**src/rtl/edge_pkg.sv**
```systemverilog
// Shared types and constants for the edge event serializer slice.
package edge_pkg;

  localparam int NBITS = 8;
  localparam int IDW = $clog2(NBITS);

  typedef logic [IDW-1:0] lane_id_t;

  localparam logic [7:0] DROP_CNT_MAX = 8'hFF;

endpackage

```
**src/rtl/edge_rr_arbiter.sv**
```systemverilog
// Combinational round-robin search: first set request bit strictly after `last`, wrapping.
import edge_pkg::*;

module edge_rr_arbiter #(
  parameter int NBITS = edge_pkg::NBITS,
  localparam int IDW = $clog2(NBITS)
) (
  input  logic [NBITS-1:0] req,
  input  logic [IDW-1:0]   last,
  output logic [NBITS-1:0] gnt,
  output logic [IDW-1:0]   gnt_idx,
  output logic             any
);

  always_comb begin
    int idx;
    logic [IDW-1:0] idx_w;
    gnt     = '0;
    gnt_idx = '0;
    any     = 1'b0;
    idx     = 0;
    idx_w   = '0;
    // Offsets 1..NBITS so the previously granted lane is visited last.
    for (int k = 1; k <= NBITS; k++) begin
      idx   = (int'(last) + k) % NBITS;
      idx_w = idx[IDW-1:0];
      if (!any && req[idx_w]) begin
        any        = 1'b1;
        gnt[idx_w] = 1'b1;
        gnt_idx    = idx_w;
      end
    end
  end

endmodule

```
**src/rtl/edge_event_serializer.sv**
```systemverilog
// Serializes per-lane edge pulses into a round-robin valid/ready stream of lane IDs.
// Optional saturating drop counter (port drop_cnt) enabled by EDGE_SER_DROP_CNT_EN.
import edge_pkg::*;

module edge_event_serializer #(
  parameter int NBITS = edge_pkg::NBITS,
  localparam int IDW = $clog2(NBITS)
) (
  input  logic             clk,
  input  logic             reset,
  input  logic [NBITS-1:0] in_,
  output logic             out_val,
  input  logic             out_rdy,
  output logic [IDW-1:0]   out_id
`ifdef EDGE_SER_DROP_CNT_EN
  ,
  output logic [7:0]       drop_cnt
`endif
);

  localparam logic [IDW-1:0] LAST_RST = IDW'(NBITS - 1);

  logic [NBITS-1:0] pend_q, pend_d;
  logic             out_val_q, out_val_d;
  logic [IDW-1:0]   out_id_q, out_id_d;
  logic [IDW-1:0]   last_q, last_d;

  logic [NBITS-1:0] gnt;
  logic [IDW-1:0]   gnt_idx;
  logic             any;
  logic             slot_free;
  logic [NBITS-1:0] grant_vec;

  edge_rr_arbiter #(.NBITS(NBITS)) u_arb (
    .req     (pend_q),
    .last    (last_q),
    .gnt     (gnt),
    .gnt_idx (gnt_idx),
    .any     (any)
  );

  always_comb begin
    slot_free = !out_val_q || out_rdy;
    grant_vec = slot_free ? gnt : '0;
    // A lane granted and pulsing on the same edge re-arms instead of dropping.
    pend_d    = (pend_q & ~grant_vec) | in_;
    out_val_d = out_val_q;
    out_id_d  = out_id_q;
    last_d    = last_q;
    if (slot_free) begin
      out_val_d = any;
      if (any) begin
        out_id_d = gnt_idx;
        last_d   = gnt_idx;
      end
    end
  end

  always_ff @(posedge clk or negedge reset) begin
    if (!reset) begin
      pend_q    <= '0;
      out_val_q <= 1'b0;
      out_id_q  <= '0;
      last_q    <= LAST_RST;
    end else begin
      pend_q    <= pend_d;
      out_val_q <= out_val_d;
      out_id_q  <= out_id_d;
      last_q    <= last_d;
    end
  end

  assign out_val = out_val_q;
  assign out_id  = out_id_q;

`ifdef EDGE_SER_DROP_CNT_EN
  logic [NBITS-1:0] drop_vec;
  logic [7:0]       drop_cnt_q, drop_cnt_d;

  function automatic logic [7:0] sat_add(input logic [7:0] a, input int unsigned n);
    int unsigned s;
    s = 32'(a) + n;
    if (s > 32'(DROP_CNT_MAX)) return DROP_CNT_MAX;
    return s[7:0];
  endfunction

  always_comb begin
    drop_vec   = in_ & pend_q & ~grant_vec;
    drop_cnt_d = sat_add(drop_cnt_q, $countones(drop_vec));
  end

  always_ff @(posedge clk or negedge reset) begin
    if (!reset) drop_cnt_q <= '0;
    else        drop_cnt_q <= drop_cnt_d;
  end

  assign drop_cnt = drop_cnt_q;
`endif

endmodule
```
**config.mk**
```make
export PLATFORM = sky130hd
export DESIGN_NAME = edge_event_serializer
export DESIGN_NICKNAME = d
export VERILOG_FILES = /design/src/rtl/edge_pkg.sv /design/src/rtl/edge_rr_arbiter.sv /design/src/rtl/edge_event_serializer.sv
export SDC_FILE = /design/constraint.sdc
export NUM_CORES = 1
export LEC_CHECK = 0
export ABC_AREA = 1
export CORE_AREA = 2 2 60 62
export DETAILED_ROUTE_END_ITERATION = 8
export DIE_AREA = 0 0 62 64
export PLACE_DENSITY = 0.84
export SLEW_MARGIN = 20
export SYNTH_ARGS = -nofsm -noshare
export SYNTH_HDL_FRONTEND = slang
export SYNTH_SLANG_ARGS = --single-unit
```
**constraint.sdc**
```tcl
create_clock -name clk -period 7.8 [get_ports clk]
set_clock_uncertainty 0.1 [all_clocks]
set_input_delay 1.17 -clock clk [delete_from_list [all_inputs] [get_ports clk]]
set_output_delay 1.17 -clock clk [all_outputs]
set_load 0.02 [all_outputs]
```
Word-level counts from Yosys, hierarchy flattened

Index checks and enable logic that the tools add are counted.

Multiplexer cells: 57
$add $sub $neg: 8
$lt $le $gt $ge: 16
Reductions and logical operators: 25
Bitwise operators: 10

Operators with widths:

| kind                                                               | count |
|---|---|
| two-way mux 8 bit                                                  | 9 |
| bitwise OR 8 bit                                                   | 8 |
| < comparator 3 x 4 -> 1 bit (second input constant)                | 8 |
| binary-select mux 1 bit (select 3 bit)                             | 8 |
| demux 1 bit (select 3 bit)                                         | 8 |
| greater-or-equal comparator 3 x 1 -> 1 bit (second input constant) | 8 |
| two-way mux 1 bit                                                  | 24 |
| two-way mux 3 bit                                                  | 8 |
| logical AND 1 bit                                                  | 15 |
| adder 3 bit (second input constant)                                | 4 |
| AND 8 bit                                                          | 1 |
| zero test 1 bit                                                    | 8 |
| inverter 8 bit                                                     | 1 |
| adder 3 x 1 -> 3 bit (second input constant)                       | 2 |
| adder 3 x 2 -> 3 bit (second input constant)                       | 2 |
| AND reduction 2 bit                                                | 1 |
| logical OR 1 bit                                                   | 1 |

Register bits: 15
Word-level logic and storage cells: 120
Input bits: 11

Depth between registers and ports, before layout

Gate-level depths: netlist (run 1).

Word-level depth: 29
Gate-level depth with buffers: 20

Hierarchy

From an unflattened synthesis (run 1), not the netlist that was laid out.

Cells, all modules: 377
Area total of the unflattened synthesis: 2157.1 um^2

Modules (own cells, without submodules):

| module                | instances | area each (um^2) | cells an instance |
|---|---|---|---|
| edge_rr_arbiter       | 1         | 1569.0           | 310 |
| edge_event_serializer | 1         | 588.1            | 67 |

Worst setup path before layout (run 1)

No wires, ideal clock.

Path kind: reg-to-reg
Start point: register last_q[0]
End point: register pend_q[1]
Stages on the path, launching flop included: 20
Data required time: 7.584 ns
Arrival: 2.704 ns
Clock period less this slack: 2.921 ns
Buffers on the path: 5
Slack: 4.879 ns
Cell sequence: dfstp_2 inv_2 buf_6 clkbuf_1 ha_1 buf_6 inv_1 buf_4 nand3_1 nand2_1 nand2_1 nand2_1 nand4_2 buf_6 nor3_4 nand2_1 nand3_1 nand2_1 nand2_1 nand2_1

Cells in the longest elaborated chain, start to end: 29

Ends and longest elaborated chain:

| item                                                                 | RTL line                    | source |
|---|---|---|
| start: declaration                                                   | edge_event_serializer.sv:26 | `logic [IDW-1:0] last_q, last_d;` |
| start signal: assignment                                             | edge_event_serializer.sv:69 | `last_q <= last_d;` |
| branches (longest 24 deep; another with < comparator 3 x 4 -> 1 bit) | -                           |  |
| two-way mux 8 bit (*)                                                | edge_rr_arbiter.sv:27       | `if (!any && req[idx_w]) begin` |
| two-way mux 8 bit (*)                                                | edge_event_serializer.sv:44 | `grant_vec = slot_free ? gnt : '0;` |
| inverter 8 bit (*)                                                   | edge_event_serializer.sv:46 | `pend_d = (pend_q & ~grant_vec) \| in_;` |
| AND 8 bit (*)                                                        | edge_event_serializer.sv:46 |  |
| bitwise OR 8 bit (*)                                                 | edge_event_serializer.sv:46 |  |
| named net pend_d[1]                                                  | edge_event_serializer.sv:23 | `logic [NBITS-1:0] pend_q, pend_d;` |
| end signal: assignment                                               | edge_event_serializer.sv:66 | `pend_q <= pend_d;` |
| end: declaration                                                     | edge_event_serializer.sv:23 |  |

Mark *: on every way through the listed nets, which the timed path passes. The select of a mux whose other input is x is not followed.
A chain may end at the register's enable or synchronous reset.

Final worst setup path (run 1)

Start point: register last_q[0]
End point: register out_id_q[1] (netlist: out_id[1])

Cells in the longest elaborated chain, start to end: 26

Ends and longest elaborated chain:

| item                                    | RTL line                    | source |
|---|---|---|
| adder 3 x 1 -> 3 bit                    | edge_rr_arbiter.sv:25       | `idx = (int'(last) + k) % NBITS;` |
| binary-select mux 1 bit (select 3 bit)  | edge_rr_arbiter.sv:27       |  |
| two-way mux 1 bit (not written as such) | edge_rr_arbiter.sv:27       |  |
| two-way mux 1 bit                       | edge_rr_arbiter.sv:27       |  |
| zero test 1 bit                         | edge_rr_arbiter.sv:27       |  |
| logical AND 1 bit                       | edge_rr_arbiter.sv:27       |  |
| two-way mux 1 bit                       | edge_rr_arbiter.sv:27       |  |
| zero test 1 bit                         | edge_rr_arbiter.sv:27       |  |
| [10 not listed]                         | -                           |  |
| two-way mux 1 bit                       | edge_rr_arbiter.sv:27       |  |
| zero test 1 bit                         | edge_rr_arbiter.sv:27       |  |
| logical AND 1 bit                       | edge_rr_arbiter.sv:27       |  |
| two-way mux 1 bit                       | edge_rr_arbiter.sv:27       |  |
| zero test 1 bit                         | edge_rr_arbiter.sv:27       |  |
| logical AND 1 bit                       | edge_rr_arbiter.sv:27       |  |
| two-way mux 1 bit                       | edge_rr_arbiter.sv:27       |  |
| AND reduction 2 bit (no line)           | -                           |  |
| end signal: assignment                  | edge_event_serializer.sv:68 | `out_id_q <= out_id_d;` |
| end: declaration                        | edge_event_serializer.sv:25 | `logic [IDW-1:0] out_id_q, out_id_d;` |

Several ways; a longest one is shown, not always the timed one. The select of a mux whose other input is x is not followed.

==> run summary, run 1 <==
Worst path top cell family by delay - simple AND/OR/NAND/NOR gates
fmax - 232.5 MHz
main area contributors after synthesis - nand2_1 23%, dfrtp_1 15%, nand3_1 14%
Synth Warn # - 0
top-count cell post-synth - nand2_1
die height - 64 um
worst-path cell chain - inv_2 -> ha_1 -> inv_1 -> nand3_1 -> nand3_2 -> nand2_2 -> nor2_2 -> nand4_2 -> nor2_1 -> nand3_1 -> nor2_1 -> nor2_1 -> nand2_1 -> nand2_1
Initial Util - 0.6229
Largest stage delay, worst path - 0.77 ns
drt drc - 0
RR Startpoint - last_q[0]
vias per cell - 5.839
Mean Syn Cell Area - 5.683 sq um
crit end category - register
# setup viols final - 0
Netlist cell types - 28
die width - 62 um
actual slew at the worst max-slew pin - 0.8181 ns
setup TNS - 0 ns
Detailed Route Iter0 Violations - 396
Slew Limit Fails - 0
register area share after synthesis - 0.1853
Crit path depth - 14
Worst-path clk slew - 0.08 ns
CORE AREA - 3284 sq um
final worst setup slack - 3.499 ns
CTS H-tree lvls - 1
Async SR Flop Fraction - 1.000
Req. time, crit path - 7.88 ns
routed wire length - 6078 um
vias in the first global route - 2200
Clock Latency Late Sink - 0.28 ns
Startpoint Class - register
standard-cell rows - 21
Vias - 2394
HPWL Detailed - 4896 um
multi-input logic area - 1411 sq um
FF+latch count, synth - 15
Buf/Inv on CP - 2
clock root buffer - clkbuf_4
Commonest cells post-synth - 125 x nand2_1, 57 x nand3_1, 38 x nor2_1
Post-Synthesis Cells - 360
Final Non-Filler Cells - 410
Tmin final - 4.301 ns
CTS Hold Buffers Added - 0
Diodes inserted - 0
post-route ant nets - 0
CTS tree - done
CTS resizes - 0
cell taking the most area after synthesis - nand2_1
unrepaired setup endpoints after global routing - no
port bufs - 14
Post-synth EDFFs - 0
Reg2Reg Setup Slack - 3.50 ns
part of the cycle the worst path needs - 0.5514
met2 global-route usage - 0.5182
Hold Path Depth - 2
Mapped Nets - 377
worst min-delay path class - register to register
drt wl/cell - 14.82 um
most used cell along the critical path - nor2_1
number of CTS-inserted buffers - 3
crit-path max FO - 23
pre-CTS setup slack - 3.609 ns
largest net degree at the start of global routing - 24
nets - 382
M3 GR Usage - 0.04049
GP Congestion - 1.026
DRT Pass-1 Iters - 6
grt met1 use - 0.4740
relative slew slack - 0.4526
prevailing post-synth register cell - dfrtp_1
die area - 3968 sq um
CP arrival - 4.38 ns
Bufs on Longest Clock Path - 2
max-cap violation count - 0
Hold Fails Final Rpt - 0
placed cells - 406
GRT busiest layer - met2
Slowest-stage cell, CP - dfstp_2
Top Ports - 15
sequential cell area - 379.1 sq um
critical path class - register to register
CTS Sinks - 15
fraction of layout cells with a size suffix above 1 - 0.09066
end of the critical path - out_id[1]
first-pass GRT wire length - 10200 um
Worst R2R Path Depth - 14
fillcell total - 339
Setup Fix Bufs, Post-CTS - 0
status - finished clean
synthesized cell area - 2046 sq um
crit path launch - last_q[0]
Yosys top cell area share - 0.2294
Total GRT Usage - 0.3414
gr ovfl total - 0
RR Endpoint - out_id[1]
Area growth syn-to-layout - 5.872%
initial antenna violation count - 0
cells by family after synthesis:
family,after synthesis,synth area share
DFF,15,0.1853
buffers and inverters,54,0.1248
and+or+nand+nor,272,0.6086
adders and majority gates,6,0.03670
AOI/OAI and AO/OA,13,0.04464
area by class of cell:
class                      count  share of cell area
clock buffer                   3             0.01040
clock inverter                 1            0.002311
inverter                      40             0.06932
multi-input combinational    291              0.6516
sequential                    15              0.1750
tap                           46             0.02657
timing repair buffer          14             0.06470
tightest hold or removal path, cell delays in order (launching register included):
cell and delay [ns]:
dfrtp_1 0.36, nand2_1 0.06, nand2_1 0.06
routing by layer:
| metal | wire length, um | up-vias |
|---|---|---|
| met3 | 492 | 29 |
| met1 | 2585 | 1056 |
| met2 | 2707 | 135 |
| li1 | - | 1174 |
| met4 | 293 | 0 |
| met5 | 0 | - |
worst min-delay path by stage:
stage | from | to | slack, ns
final | out_id[2] | out_id[2] | 0.40
after global routing | out_id[0] | out_id[0] | 0.44
after CTS | out_id[2] | out_id[2] | 0.40
after detailed placement | out_id[2] | out_id[2] | 0.38
after global placement | out_id[2] | out_id[2] | 0.38
after floorplan | pend_q[0] | pend_q[0] | 0.36
flip-flops by register name (all words and copies together), names as in the netlist:
signal   flops
out_val      1
out_id       3
pend_q       8
last_q       3
cells in the final DEF (no fill, tap or decap), drive strengths merged:
cell,synthesis,layout
a21oi,3,3
a31oi,1,1
clkbuf,4,3
clkdlybuf4s50,0,14
clkinv,1,2
dfrtp,12,12
dfstp,3,3
ha,6,6
inv,39,39
nand2,129,129
nand3,65,65
nand3b,1,1
nand4,10,10
nor2,42,42
nor3,25,25
o2111ai,1,1
o21ai,7,7
o21bai,1,1
per-stage QoR:
stage	cell area (sq um)	hold slack (ns)	util
after floorplan	2046	0.3624	-
after global placement	2138	0.3752	0.6510
after detailed placement	2138	0.3758	0.6510
after CTS	2166	0.4040	0.6594
after global routing	2166	0.4400	0.6594
final	2166	0.3993	0.6594
Power of run 1 is left out: the tool's default activity adds up to more than one toggle a clock period on the data nets, which glitch-free logic cannot reach.
==> inputs of run 2 (changes only) <==
--- a/config.mk
+++ b/config.mk
@@ -6,10 +6,10 @@
 export NUM_CORES = 1
 export LEC_CHECK = 0
 export ABC_AREA = 1
-export CORE_AREA = 2 2 60 62
+export CORE_AREA = 2 2 65 67
 export DETAILED_ROUTE_END_ITERATION = 8
-export DIE_AREA = 0 0 62 64
-export PLACE_DENSITY = 0.84
+export DIE_AREA = 0 0 67 69
+export PLACE_DENSITY = 0.75
 export SLEW_MARGIN = 20
 export SYNTH_ARGS = -nofsm -noshare
 export SYNTH_HDL_FRONTEND = slang
==> constraint.sdc (replaced) <==
create_clock -name clk -period 3.7 [get_ports clk]
set_clock_uncertainty 0.1 [all_clocks]
set_input_delay 0.555 -clock clk [delete_from_list [all_inputs] [get_ports clk]]
set_output_delay 0.555 -clock clk [all_outputs]
set_load 0.02 [all_outputs]
==> run 2 against run 1 <==
  * Final cell count rose by 2.2%
  * Cell area rose by 2.8%
  * Count of clock-buffer cells in the layout did not move
  * Flip-flop and latch count did not move
  * Largest cell class unchanged
  * Sequential share of layout area fell by 0.48 points
  * Via count fell by 1.3%
  * Wire length fell by 3.5%
==> run summary, run 2 (synthesis gave the netlist of run 1 again) <==
fraction of layout cells with a size suffix above 1 - 0.1030
GP Congestion - 0.9369
Detailed Route Iter0 Violations - 294
leading cell type in the layout, fill and taps excluded - nand2_1
Diodes inserted - 0
crit path launch - last_q[1]
Bufs on Longest Clock Path - 2
relative slew slack - 0.5204
Clock Latency Late Sink - 0.25 ns
number of CTS-inserted buffers - 3
nets - 387
Hold Fails Final Rpt - 0
standard-cell rows - 23
drt wl/cell - 14.00 um
vias per cell - 5.640
port bufs - 14
clock root buffer - clkbuf_8
first-pass GRT wire length - 10330 um
end of the critical path - pend_q[5]
Slew Limit Fails - 0
Req. time, crit path - 3.74 ns
Vias - 2363
largest net degree at the start of global routing - 24
Total GRT Usage - 0.2773
HPWL Detailed - 4524 um
Startpoint Class - register
worst min-delay path class - register to register
worst-path cell chain - inv_2 -> ha_1 -> inv_1 -> nand3_1 -> nand3_2 -> nand2_2 -> inv_1 -> nand3_2 -> nor2_2 -> nand3_1 -> nand3_1 -> nor2_1 -> nand3_1 -> nand2_1 -> nand2_1 -> nand2_1
die width - 67 um
Tmin final - 3.371 ns
CTS H-tree lvls - 1
Top reg by flops - pend_q
# setup viols final - 0
final worst setup slack - 0.3294 ns
CORE AREA - 3914 sq um
CP arrival - 3.41 ns
crit-path max FO - 12
max reg flops - 8
routed wire length - 5865 um
Worst R2R Path Depth - 16
crit end category - register
Worst-path clk slew - 0.06 ns
CTS Sinks - 15
Top Ports - 15
drt drc - 0
die height - 69 um
vias in the first global route - 2208
pre-CTS setup slack - 0.3920 ns
die area - 4623 sq um
actual slew at the worst max-slew pin - 0.7180 ns
initial antenna violation count - 0
part of the cycle the worst path needs - 0.9110
Largest stage delay, worst path - 0.67 ns
RR Endpoint - pend_q[5]
most frequent cells in the layout - 125 x nand2_1, 57 x nand3_1, 38 x nor2_1
Area growth syn-to-layout - 8.869%
most used cell along the critical path - nand3_1
CTS tree - done
Setup Fix Bufs, Post-CTS - 0
Reg2Reg Setup Slack - 0.33 ns
fmax - 296.7 MHz
DRT Pass-1 Iters - 5
post-route ant nets - 0
max-cap violation count - 0
critical path class - register to register
status - finished clean
CTS resizes - 0
gr ovfl total - 0
setup TNS - 0 ns
Slowest-stage cell, CP - dfstp_2
Initial Util - 0.5227
RR Startpoint - last_q[1]
CTS Hold Buffers Added - 0
unrepaired setup endpoints after global routing - no
-- run 2: worst max-delay path, delay by kind of cell (launching register included) --
| family | cells | cell delay (ns) |
|---|---|---|
| buffers and inverters | 3 | 0.63 |
| and+or+nand+nor | 12 | 1.45 |
| DFF | 1 | 0.67 |
| adders and majority gates | 1 | 0.40 |
-- run 2: routing by layer --
layer,part of all wire,global-route usage,wire [um],vias to the layer above
met5,0,0,0,-
met4,0.030,0.09524,175,0
met3,0.088,0.03263,515,20
met2,0.45,0.4169,2611,148
met1,0.44,0.4055,2563,1011
li1,-,-,-,1184
-- run 2: worst min-delay path by stage --
| stage | start | end | cells after the start |
|---|---|---|---|
| 2_1_floorplan | reset | out_id[0] | 0 |
| 3_3_place_gp | out_id[1] | out_id[1] | 2 |
| 3_5_place_dp | out_id[2] | out_id[2] | 2 |
| 4_1_cts | out_id[1] | out_id[1] | 2 |
| 5_1_grt | out_id[0] | out_id[0] | 2 |
| 6_report | out_id[1] | out_id[1] | 2 |
-- run 2: final cells by class --
class,count,area [sq um]
inverters,40,150.1
multi-input cells,291,1411
repair buffers,19,177.7
flip-flops and latches,15,379.1
well taps,50,62.56
clock buffers,3,41.29
clock inverters,1,5.005
fillers,416,1687
-- run 2: per-stage QoR --
step | cell area, sq um | util | instances | hold slack, ns
detailed placement | 2181 | 0.5572 | 415 | 0.3655
floorplan | 2046 | - | 360 | 0.1594
finish | 2227 | 0.5691 | 419 | 0.3885
global route | 2227 | 0.5691 | 419 | 0.4104
global placement | 2181 | 0.5572 | 415 | 0.3723
CTS | 2227 | 0.5691 | 419 | 0.3897
Power of run 2 is left out for the same reason.
